--- config.mk ---
export PLATFORM = sky130hd
export DESIGN_NAME = msrv32_lsu_flat
export DESIGN_NICKNAME = d
export VERILOG_FILES = /design/src/rtl/msrv32_pkg.sv /design/src/rtl/msrv32_lsu_if.sv /design/src/rtl/msrv32_lsu_align.sv /design/src/rtl/msrv32_lsu.sv /design/src/flat_wrapper.sv
export SDC_FILE = /design/constraint.sdc
export NUM_CORES = 1
export LEC_CHECK = 0
export ABC_CLOCK_PERIOD_IN_PS = 1800
export BUFFER_PORTS_ARGS = -buffer_cell sky130_fd_sc_hd__buf_2
export CORE_ASPECT_RATIO = 1.25
export CORE_MARGIN = 1
export CORE_UTILIZATION = 45
export CTS_CLUSTER_SIZE = 12
export DETAILED_ROUTE_END_ITERATION = 7
export PLACE_DENSITY = 0.83
export SLEW_MARGIN = 20
export SYNTH_ARGS = -nofsm -noshare
export SYNTH_HDL_FRONTEND = slang
export SYNTH_SLANG_ARGS = --single-unit
--- constraint.sdc ---
create_clock -name ms_riscv32_mp_clk_in -period 1.8 [get_ports ms_riscv32_mp_clk_in]
set_clock_uncertainty 0.05 [all_clocks]
set_input_delay 0.36 -clock ms_riscv32_mp_clk_in [delete_from_list [all_inputs] [get_ports ms_riscv32_mp_clk_in]]
set_output_delay 0.36 -clock ms_riscv32_mp_clk_in [all_outputs]
set_load 0.005 [all_outputs]
--- src/rtl/msrv32_pkg.sv ---
// Shared MSRV32 definitions: load/store unit FSM encoding, access size codes
// and the default data-bus timeout.
package msrv32_pkg;

  typedef enum logic [1:0] {
    LSU_IDLE = 2'd0,
    LSU_BUSY = 2'd1,
    LSU_DONE = 2'd2
  } lsu_state_e;

  localparam logic [1:0] LS_BYTE = 2'b00;
  localparam logic [1:0] LS_HALF = 2'b01;
  localparam logic [1:0] LS_WORD = 2'b10;

  localparam int unsigned LSU_TIMEOUT_DEFAULT = 15;

endpackage

--- src/rtl/msrv32_lsu_if.sv ---
// Data-memory request/acknowledge bus between the load/store unit (master)
// and the data memory (slave).
interface msrv32_lsu_if;

  logic [31:0] dmem_addr_out;
  logic [31:0] dmem_wr_data_out;
  logic [3:0]  dmem_wr_mask_out;
  logic        dmem_wr_req_out;
  logic        dmem_rd_req_out;
  logic        dmem_ack_in;
  logic        dmem_err_in;
  logic [31:0] dmem_rd_data_in;

  modport master (
    output dmem_addr_out, dmem_wr_data_out, dmem_wr_mask_out,
           dmem_wr_req_out, dmem_rd_req_out,
    input  dmem_ack_in, dmem_err_in, dmem_rd_data_in
  );

  modport slave (
    input  dmem_addr_out, dmem_wr_data_out, dmem_wr_mask_out,
           dmem_wr_req_out, dmem_rd_req_out,
    output dmem_ack_in, dmem_err_in, dmem_rd_data_in
  );

endinterface

--- src/rtl/msrv32_lsu_align.sv ---
// Byte-lane steering for stores and lane extraction plus sign/zero extension
// for loads; purely combinational, shared by both directions.
module msrv32_lsu_align
  import msrv32_pkg::*;
(
  input  logic [1:0]  size_i,
  input  logic        unsigned_i,
  input  logic [1:0]  addr_lo_i,
  input  logic [31:0] st_data_i,
  input  logic [31:0] rd_data_i,
  output logic [31:0] wr_data_o,
  output logic [3:0]  wr_mask_o,
  output logic [31:0] ld_data_o
);

  logic        sext;
  logic [7:0]  byte_v;
  logic [15:0] half_v;

  always_comb begin
    sext      = ~unsigned_i;
    byte_v    = rd_data_i[{addr_lo_i, 3'b000} +: 8];
    half_v    = rd_data_i[{addr_lo_i[1], 4'b0000} +: 16];
    wr_mask_o = 4'b1111;
    wr_data_o = st_data_i;
    ld_data_o = rd_data_i;
    case (size_i)
      LS_BYTE: begin
        wr_mask_o = 4'b0001 << addr_lo_i;
        wr_data_o = {4{st_data_i[7:0]}};
        ld_data_o = {{24{sext & byte_v[7]}}, byte_v};
      end
      LS_HALF: begin
        wr_mask_o = addr_lo_i[1] ? 4'b1100 : 4'b0011;
        wr_data_o = {2{st_data_i[15:0]}};
        ld_data_o = {{16{sext & half_v[15]}}, half_v};
      end
      default: begin
        wr_mask_o = 4'b1111;
        wr_data_o = st_data_i;
        ld_data_o = rd_data_i;
      end
    endcase
  end

endmodule

--- src/rtl/msrv32_lsu.sv ---
// MSRV32 load/store unit: captures one decoded memory request, runs it on the
// data bus with a timeout, and stalls the pipeline until it retires.
module msrv32_lsu
  import msrv32_pkg::*;
#(
  parameter int unsigned TIMEOUT_CYCLES = LSU_TIMEOUT_DEFAULT
) (
  input  logic               ms_riscv32_mp_clk_in,
  input  logic               ms_riscv32_mp_rst_in,
  input  logic               mem_wr_req_in,
  input  logic               mem_rd_req_in,
  input  logic [1:0]         load_size_in,
  input  logic               load_unsigned_in,
  input  logic [31:0]        iadder_out_in,
  input  logic [31:0]        rs2_in,
  msrv32_lsu_if.master       dmem,
  output logic               stall_out,
  output logic [31:0]        load_data_out,
  output logic               load_valid_out,
  output logic               bus_fault_out,
  output logic [31:0]        fault_addr_out
);

  localparam logic [7:0] TO_INIT = 8'(TIMEOUT_CYCLES);

  lsu_state_e  state_q, state_d;
  logic [7:0]  cnt_q, cnt_d;
  logic [31:0] addr_q, addr_d;
  logic [1:0]  size_q, size_d;
  logic        uns_q, uns_d;
  logic [31:0] wr_data_q, wr_data_d;
  logic [3:0]  mask_q, mask_d;
  logic        wr_req_q, wr_req_d;
  logic        rd_req_q, rd_req_d;
  logic [31:0] load_data_q, load_data_d;
  logic        load_valid_q, load_valid_d;
  logic        bus_fault_q, bus_fault_d;
  logic [31:0] fault_addr_q, fault_addr_d;

  logic        req_any;
  logic        in_busy;
  logic        fault;
  logic [1:0]  al_size;
  logic        al_uns;
  logic [1:0]  al_addr_lo;
  logic [31:0] al_wr_data;
  logic [3:0]  al_wr_mask;
  logic [31:0] al_ld_data;

  assign req_any = mem_wr_req_in | mem_rd_req_in;
  assign in_busy = (state_q == LSU_BUSY);

  // In IDLE the aligner steers the incoming store; in BUSY it extracts the
  // returning load using the captured size/offset.
  assign al_size    = in_busy ? size_q : load_size_in;
  assign al_uns     = in_busy ? uns_q : load_unsigned_in;
  assign al_addr_lo = in_busy ? addr_q[1:0] : iadder_out_in[1:0];

  msrv32_lsu_align u_align (
    .size_i     (al_size),
    .unsigned_i (al_uns),
    .addr_lo_i  (al_addr_lo),
    .st_data_i  (rs2_in),
    .rd_data_i  (dmem.dmem_rd_data_in),
    .wr_data_o  (al_wr_data),
    .wr_mask_o  (al_wr_mask),
    .ld_data_o  (al_ld_data)
  );

  always_comb begin
    state_d      = state_q;
    cnt_d        = cnt_q;
    addr_d       = addr_q;
    size_d       = size_q;
    uns_d        = uns_q;
    wr_data_d    = wr_data_q;
    mask_d       = mask_q;
    wr_req_d     = wr_req_q;
    rd_req_d     = rd_req_q;
    load_data_d  = load_data_q;
    fault_addr_d = fault_addr_q;
    load_valid_d = 1'b0;
    bus_fault_d  = 1'b0;
    fault        = 1'b0;
    case (state_q)
      LSU_IDLE: begin
        if (req_any) begin
          state_d   = LSU_BUSY;
          cnt_d     = TO_INIT;
          addr_d    = iadder_out_in;
          size_d    = load_size_in;
          uns_d     = load_unsigned_in;
          wr_data_d = al_wr_data;
          mask_d    = mem_wr_req_in ? al_wr_mask : 4'b0000;
          wr_req_d  = mem_wr_req_in;
          rd_req_d  = ~mem_wr_req_in & mem_rd_req_in;
        end
      end
      LSU_BUSY: begin
        // A count of 1 on an un-acked cycle is the last one allowed: the
        // decrement to zero is the timeout.
        if (dmem.dmem_err_in | dmem.dmem_ack_in | (cnt_q == 8'd1)) begin
          fault    = dmem.dmem_err_in | ~dmem.dmem_ack_in;
          state_d  = LSU_DONE;
          wr_req_d = 1'b0;
          rd_req_d = 1'b0;
          if (fault) begin
            bus_fault_d  = 1'b1;
            fault_addr_d = addr_q;
            if (rd_req_q) load_data_d = 32'd0;
          end else if (rd_req_q) begin
            load_data_d  = al_ld_data;
            load_valid_d = 1'b1;
          end
        end else begin
          cnt_d = cnt_q - 8'd1;
        end
      end
      default: state_d = LSU_IDLE;
    endcase
  end

  always_ff @(posedge ms_riscv32_mp_clk_in) begin
    if (ms_riscv32_mp_rst_in) begin
      state_q      <= LSU_IDLE;
      cnt_q        <= 8'd0;
      addr_q       <= 32'd0;
      size_q       <= LS_BYTE;
      uns_q        <= 1'b0;
      wr_data_q    <= 32'd0;
      mask_q       <= 4'd0;
      wr_req_q     <= 1'b0;
      rd_req_q     <= 1'b0;
      load_data_q  <= 32'd0;
      load_valid_q <= 1'b0;
      bus_fault_q  <= 1'b0;
      fault_addr_q <= 32'd0;
    end else begin
      state_q      <= state_d;
      cnt_q        <= cnt_d;
      addr_q       <= addr_d;
      size_q       <= size_d;
      uns_q        <= uns_d;
      wr_data_q    <= wr_data_d;
      mask_q       <= mask_d;
      wr_req_q     <= wr_req_d;
      rd_req_q     <= rd_req_d;
      load_data_q  <= load_data_d;
      load_valid_q <= load_valid_d;
      bus_fault_q  <= bus_fault_d;
      fault_addr_q <= fault_addr_d;
    end
  end

  assign dmem.dmem_addr_out    = {addr_q[31:2], 2'b00};
  assign dmem.dmem_wr_data_out = wr_data_q;
  assign dmem.dmem_wr_mask_out = mask_q;
  assign dmem.dmem_wr_req_out  = wr_req_q;
  assign dmem.dmem_rd_req_out  = rd_req_q;

  assign stall_out      = ((state_q == LSU_IDLE) & req_any) | in_busy;
  assign load_data_out  = load_data_q;
  assign load_valid_out = load_valid_q;
  assign bus_fault_out  = bus_fault_q;
  assign fault_addr_out = fault_addr_q;

endmodule

--- src/flat_wrapper.sv ---
// flat-port wrapper written by rule: the top's interface ports become plain ports
module msrv32_lsu_flat import msrv32_pkg::*;
#(
  parameter int unsigned TIMEOUT_CYCLES = LSU_TIMEOUT_DEFAULT
)
  (ms_riscv32_mp_clk_in, ms_riscv32_mp_rst_in, mem_wr_req_in, mem_rd_req_in, load_size_in, load_unsigned_in, iadder_out_in, rs2_in, stall_out, load_data_out, load_valid_out, bus_fault_out, fault_addr_out, dmem_dmem_addr_out, dmem_dmem_wr_data_out, dmem_dmem_wr_mask_out, dmem_dmem_wr_req_out, dmem_dmem_rd_req_out, dmem_dmem_ack_in, dmem_dmem_err_in, dmem_dmem_rd_data_in);
  msrv32_lsu_if dmem_i ();
  input  logic ms_riscv32_mp_clk_in;
  input  logic ms_riscv32_mp_rst_in;
  input  logic mem_wr_req_in;
  input  logic mem_rd_req_in;
  input  logic [1:0] load_size_in;
  input  logic load_unsigned_in;
  input  logic [31:0] iadder_out_in;
  input  logic [31:0] rs2_in;
  output logic stall_out;
  output logic [31:0] load_data_out;
  output logic load_valid_out;
  output logic bus_fault_out;
  output logic [31:0] fault_addr_out;
  output wire logic [$bits(dmem_i.dmem_addr_out)-1:0] dmem_dmem_addr_out;
  output wire logic [$bits(dmem_i.dmem_wr_data_out)-1:0] dmem_dmem_wr_data_out;
  output wire logic [$bits(dmem_i.dmem_wr_mask_out)-1:0] dmem_dmem_wr_mask_out;
  output wire logic [$bits(dmem_i.dmem_wr_req_out)-1:0] dmem_dmem_wr_req_out;
  output wire logic [$bits(dmem_i.dmem_rd_req_out)-1:0] dmem_dmem_rd_req_out;
  input wire logic [$bits(dmem_i.dmem_ack_in)-1:0] dmem_dmem_ack_in;
  input wire logic [$bits(dmem_i.dmem_err_in)-1:0] dmem_dmem_err_in;
  input wire logic [$bits(dmem_i.dmem_rd_data_in)-1:0] dmem_dmem_rd_data_in;
  assign dmem_dmem_addr_out = dmem_i.dmem_addr_out;
  assign dmem_dmem_wr_data_out = dmem_i.dmem_wr_data_out;
  assign dmem_dmem_wr_mask_out = dmem_i.dmem_wr_mask_out;
  assign dmem_dmem_wr_req_out = dmem_i.dmem_wr_req_out;
  assign dmem_dmem_rd_req_out = dmem_i.dmem_rd_req_out;
  assign dmem_i.dmem_ack_in = dmem_dmem_ack_in;
  assign dmem_i.dmem_err_in = dmem_dmem_err_in;
  assign dmem_i.dmem_rd_data_in = dmem_dmem_rd_data_in;
  msrv32_lsu #(.TIMEOUT_CYCLES(TIMEOUT_CYCLES)) u_core (.ms_riscv32_mp_clk_in(ms_riscv32_mp_clk_in), .ms_riscv32_mp_rst_in(ms_riscv32_mp_rst_in), .mem_wr_req_in(mem_wr_req_in), .mem_rd_req_in(mem_rd_req_in), .load_size_in(load_size_in), .load_unsigned_in(load_unsigned_in), .iadder_out_in(iadder_out_in), .rs2_in(rs2_in), .dmem(dmem_i), .stall_out(stall_out), .load_data_out(load_data_out), .load_valid_out(load_valid_out), .bus_fault_out(bus_fault_out), .fault_addr_out(fault_addr_out));
endmodule
After elaboration in Yosys (flattened, before gate mapping)
Cells that the tools add are included.
Widths: inputs -> output; s select.
{ "classes": {"add_sub_neg": 1, "eq_ne": 6, "n_shift": 3, "muxes": 24, "bitwise": 14, "n_reduce_logical": 11} }
{ "op_table": {"columns": ["op", "n"], "rows": [
  ["$pmux 32 s2", 2],
  ["$mux 32", 3],
  ["$shiftx 32x6->16", 1],
  ["$shiftx 32x6->8", 1],
  ["$mux 8", 2],
  ["$pmux 8 s2", 1],
  ["$reduce_and 3->1", 4],
  ["$eq 8x1->1 const B", 1],
  ["$mux 2", 4],
  ["$mux 4", 2],
  ["$pmux 4 s2", 1],
  ["$sub 8x1->8 const B", 1],
  ["$mux 1", 6],
  ["$not 1->1", 5],
  ["$or 1x1->1", 5],
  ["$and 1x1->1", 4],
  ["$eq 2x1->1 const B", 2],
  ["$logic_not 2->1", 2],
  ["$ne 2x2->1 const B", 2],
  ["$pmux 1 s2", 2],
  ["$pmux 2 s2", 1],
  ["$reduce_and 2->1", 2],
  ["$reduce_or 4->1", 1],
  ["$shl 1x2->4 const A", 1],
  ["other kinds (3)", 3]
]} }
{ "word_totals": {"reg_bits": 149, "input_bits": 105, "out_inout_bits": 137, "word_cells": 72} }

Depth between registers and ports, before layout
{ "logic_depth": {"depth_word": 7, "ltp_mapped": 9, "depth_no_buf": 7} }

Modules after synthesis
A second synthesis with hierarchy kept.
{ "unflattened": {"hier_cells": 810, "hier_area_um2": 7146.9} }
{ "modules_own_cells": {"columns": ["module", "n_inst", "cells_per_inst", "area_each_um2", "seq_area_each_um2"], "rows": [
  ["msrv32_lsu", 1, 639, 5855.6, 2982.9],
  ["msrv32_lsu_align", 1, 171, 1291.2, 0.0]
]} }

Worst setup path before layout
No wires, ideal clock.
{ "synth_timing": {"path_type": "reg-to-reg", "startpoint": "reg u_core.state_q[1]", "endpoint": "reg u_core.load_data_q[22] (netlist: u_core.load_data_out[22])", "setup_ns": 0.128, "t_arrival_ns": 1.669, "t_required_ns": 1.622, "path_slack_ns": -0.047, "stages_incl_launch_ff": 8, "n_path_buf": 2, "period_less_slack_ns": 1.847, "path_cell_list": "dfxtp_1 > nand2b_1 > buf_6 > mux2i_1 > a211oi_2 > nor3_4 > buf_6 > o21ai_0"} }
{ "synth_between": {"elab_chain_cells": 7, "word_cells_on_any_way": 15, "classes_between": "2 x eq/ne; 2 x shift; 6 x mux; 3 x bitwise; 2 x reduce/logical"} }
{ "synth_lines": {"columns": ["element", "line", "text"], "rows": [
  ["start, declared", "msrv32_lsu.sv:26", "lsu_state_e state_q, state_d;"],
  ["start signal, assigned", "msrv32_lsu.sv:139", "state_q <= state_d;"],
  ["$eq 2x1->1 *", "msrv32_lsu.sv:51, msrv32_lsu.sv:85", null],
  ["$mux 2 / $mux 1 (equally long branches)", "msrv32_lsu.sv:57, msrv32_lsu.sv:56", null],
  ["$shiftx 32x6->16 (tied with other cells)", "msrv32_lsu_align.sv:23", "half_v = rd_data_i[{addr_lo_i[1], 4'b0000} +: 16];"],
  ["$and 1x1->1, on equally long branches", "msrv32_lsu_align.sv:36, msrv32_lsu_align.sv:31", null],
  ["$pmux 32 s2", "msrv32_lsu_align.sv:27", "case (size_i)"],
  ["$mux 32", "msrv32_lsu.sv:111", "end else if (rd_req_q) begin"],
  ["$mux 32", "msrv32_lsu.sv:107", "if (fault) begin"],
  ["end signal, assigned", "msrv32_lsu.sv:148", "load_data_q <= load_data_d;"],
  ["end, declared", "msrv32_lsu.sv:35", "logic [31:0] load_data_q, load_data_d;"]
]} }
Mark *: on every way between the ends. The rest lies on a longest branch, timed or not. The select of a mux whose other input is x is not followed.
A chain may end at the register's enable or synchronous reset.

Final worst setup path
{ "layout_timing": {"startpoint": "reg u_core.state_q[1]", "endpoint": "reg u_core.load_data_q[31] (netlist: u_core.load_data_out[31])"} }
Same word-level chain as after synthesis.

==> key figures <==
Timing
  – Worst-margin pin slew: 0.6056 ns
  – Max Slew Vio Count: 0
  – Tcrit/Tclk final: 103.8%
  – RSZ-0062 raised after global routing: true
  – Final min period: 1.869 ns
  – Fin. Hold Viols: 0
  – Fmax: 0.5350 GHz
  – Slew headroom: 59.62%
  – Setup TNS: -0.9045 ns
  – WHS: 0.1181 ns
  – Final WS setup: -0.06920 ns
  – # setup viols final: 26

Drt
  – ANT nets after route: 0
  – DR iter-0 viols: 502
  – Vias per cell: 5.502
  – Pre-antenna DRT Iters: 5
  – Via count: 6,806
  – WL/cell: 17.26 µm
  – Post-route DRC: 0
  – Routed wire length: 21,350 µm

Pwr
  – PwrDens: 1035 mW/mm²
  – Sw power: 0.002631 W
  – Switching Fraction: 27.26%
  – Internal: 0.007020 W
  – Max VDD drop: 0.6930 mV
  – Power share of the clock group: 41.8%
  – Combinational power share: 20.4%
  – Leakage: 4.137 nW
  – Sequential power share: 37.8%

Clock network
  – CTS root buf: clkbuf_16
  – CTS sink cnt: 149
  – Skew-Pair Late Insertion Delay: 0.42 ns
  – CTS H-tree lvls: 4
  – Longest Clk Path Bufs: 2
  – CTS tree: yes
  – Number of buffers created by CTS: 17
  – Worst-path clk slew: 0.06 ns
  – # hold bufs at CTS: 0

Final layout
  – Synthesis-to-layout area growth: 43.48%
  – Layout cell share with drive strength beyond 1: 39.59%
  – Non-Filler Instances: 1,237
  – Nets: 1,156
  – Final instance area: 0.009326 mm²

Yosys
  – Unique cell type count in the Yosys netlist: 54
  – Post-synth EDFFs: 0
  – Synth cell count leaders: nand2_1 (216), dfxtp_1 (149), a21oi_1 (90)
  – Synth area leaders: dfxtp_1 (46%), nand2_1 (12%), a21oi_1 (6.9%)
  – Synth Instances: 793
  – Async set or reset register ratio after synthesis: 0%
  – Mapped cell area: 0.006500 mm²
  – Top FF cell, synth: dfxtp_1
  – Register area share after synthesis: 45.89%
  – Synth Warn #: 0
  – Flops & latches, synth: 149
  – Most numerous cell in the Yosys netlist: nand2_1
  – Post-synth top area share: 45.89%
  – Mapped Avg Cell Area: 8.197 µm²
  – Area leader, netlist: dfxtp_1

Min path
  – Hold depth: 3
  – Hold Path End: u_core.addr_q[27]
  – Min-delay src: iadder_out_in[27]
  – Hold Path Class: primary input to register

Worst setup path
  – Reg2Reg Setup Slack: -0.07 ns
  – Worst Reg-to-Reg Cells: 7
  – Crit-path max FO: 16
  – R2R Path Start: u_core.state_q[1]
  – Critical path arrival: 2.17 ns
  – Critical path launch point type: register
  – Setup crit end kind: register
  – R2r endpoint: u_core.load_data_out[31]
  – CP Class: register to register
  – Worst Path Required: 2.10 ns

Die
  – Ports: 242
  – Width of the die: 109.5 µm
  – Die ar.: 0.01493 mm²
  – Num rows: 48
  – Die H: 136.4 µm
  – Starting Density: 46.65%
  – CORE AREA: 0.01393 mm²

Global route
  – Gr usage total: 26.90%
  – First-pass GRT wire length: 30,730 µm
  – Vias in the first global route: 6,154
  – Largest net degree at the start of global routing: 54
  – Initial antenna violation count: 1
  – Total gr overflow: 0

Place
  – Dpl cells: 1,176
  – Port Buffers: 239
  – DP Wirelength: 13,730 µm
  – Routability congestion estimate: 0.8927
  – Post-DP Area: 0.007969 mm²

Run
  – Max_cap viols: 0

Outcome
  – Failing checks: setup timing
  – Outcome: finished, violations left
-- layout by cell type, fill, tap and decap left out, types with 3 or more instances in the layout --
cell / Yosys / routed
nor2_1: 36 / 26
buf_2: 13 / 237
inv_1: 4 / 3
o31a_1: 6 / 6
and2_1: 3 / 3
mux2i_4: 2 / 9
o21ai_1: 8 / 21
a211oi_1: 13 / 13
a311oi_1: 10 / 9
a21oi_2: 1 / 5
mux2i_1: 17 / 10
o21ai_0: 39 / 24
clkbuf_16: 0 / 19
nand3_1: 10 / 10
o2bb2ai_2: 0 / 4
a21oi_1: 90 / 85
nor3_1: 9 / 9
dfxtp_2: 0 / 3
clkinv_4: 0 / 3
a21o_1: 3 / 3
bufinv_16: 0 / 6
a22oi_1: 17 / 17
buf_12: 0 / 11
nor2_2: 0 / 9
buf_4: 32 / 59
dfxtp_1: 149 / 145
xor2_1: 4 / 4
o211ai_1: 11 / 11
a31oi_2: 0 / 4
a311o_1: 8 / 8
buf_6: 4 / 12
nand2_1: 216 / 215
-- layer usage --
layer  global-route usage [%]  routed length, µm  up-vias
met5                        0                  0        -
met2                    45.88              10620      337
met3                    7.478               1618       72
met4                    14.52                945        0
met1                    30.02               8164     3164
li1                         -                  -     3233
-- sequential cells by signal, indices dropped and copies added (netlist names) --
signal,flops
u_core.dmem.dmem_wr_req_out,1
u_core.dmem.dmem_wr_data_out,32
u_core.cnt_q,8
u_core.dmem.dmem_wr_mask_out,4
u_core.size_q,2
u_core.dmem.dmem_rd_req_out,1
u_core.uns_q,1
u_core.load_data_out,32
u_core.bus_fault_out,1
u_core.state_q,2
u_core.fault_addr_out,32
u_core.addr_q,32
u_core.load_valid_out,1
-- final cells by class --
cell class	count	area (µm²)
Fill cell	1081	4607
Multi-Input combinational cell	553	3351
Sequential cell	149	2990
Timing Repair Buffer	324	2088
Clock buffer	19	432.9
Clock inverter	12	227.7
Tap cell	175	219.0
Inverter	4	15.01
Antenna cell	1	2.502
-- kinds of logic after synthesis --
group	share of synthesized area, %
simple gates	19.08
fa+ha+maj	0.3849
other cells	0.05769
flops	45.89
xor+xnor	0.5389
compound gates	22.04
buf+inv	8.123
mux	3.888
-- power by group through the flow --
stage                     clock [W]  sequential (W)  combinational (W)
final                       0.00404         0.00364            0.00197
after global placement            0         0.00370            0.00154
after global routing        0.00420         0.00367            0.00211
after floorplan                   0         0.00370           0.000917
after CTS                   0.00406         0.00364            0.00171
after detailed placement          0         0.00370            0.00157
-- critical path: stages (launching register included) --
cell and delay, ns:
dfxtp_2 0.32, buf_6 0.15, nor4bb_4 0.38, a31oi_2 0.11
a211oi_4 0.38, nor3_4 0.09, buf_12 0.16, o21ai_1 0.15
-- what timing repair did --
action                     CTS  global route
buffers inserted             8            16
setup endpoints to repair   83           100
gates cloned                 2             3
resized for setup           23            72
pin swaps                    5            39
-- per-stage QoR --
step	power (W)	worst slack, ns	util, %
2_1_floorplan	0.004617	0.001498	-
3_3_place_gp	0.005236	-0.2625	57.19
3_5_place_dp	0.005270	-0.3105	57.19
4_1_cts	0.009404	-0.02268	63.55
5_1_grt	0.009977	-0.1565	66.92
6_report	0.009651	-0.06920	66.94
-- worst max path at each step --
stage	endpoint	depth (start not counted)	start	slack (ns)
after global placement	u_core.load_data_out[19]	6	u_core.state_q[1]	-0.26
after global routing	u_core.load_data_out[31]	7	u_core.state_q[1]	-0.16
final	u_core.load_data_out[31]	7	u_core.state_q[1]	-0.07
after detailed placement	u_core.load_data_out[16]	6	u_core.state_q[1]	-0.31
after CTS	stall_out	6	u_core.state_q[1]	-0.02
after floorplan	u_core.fault_addr_out[12]	9	u_core.cnt_q[1]	0.001
(Power assumes the default switching activity.)
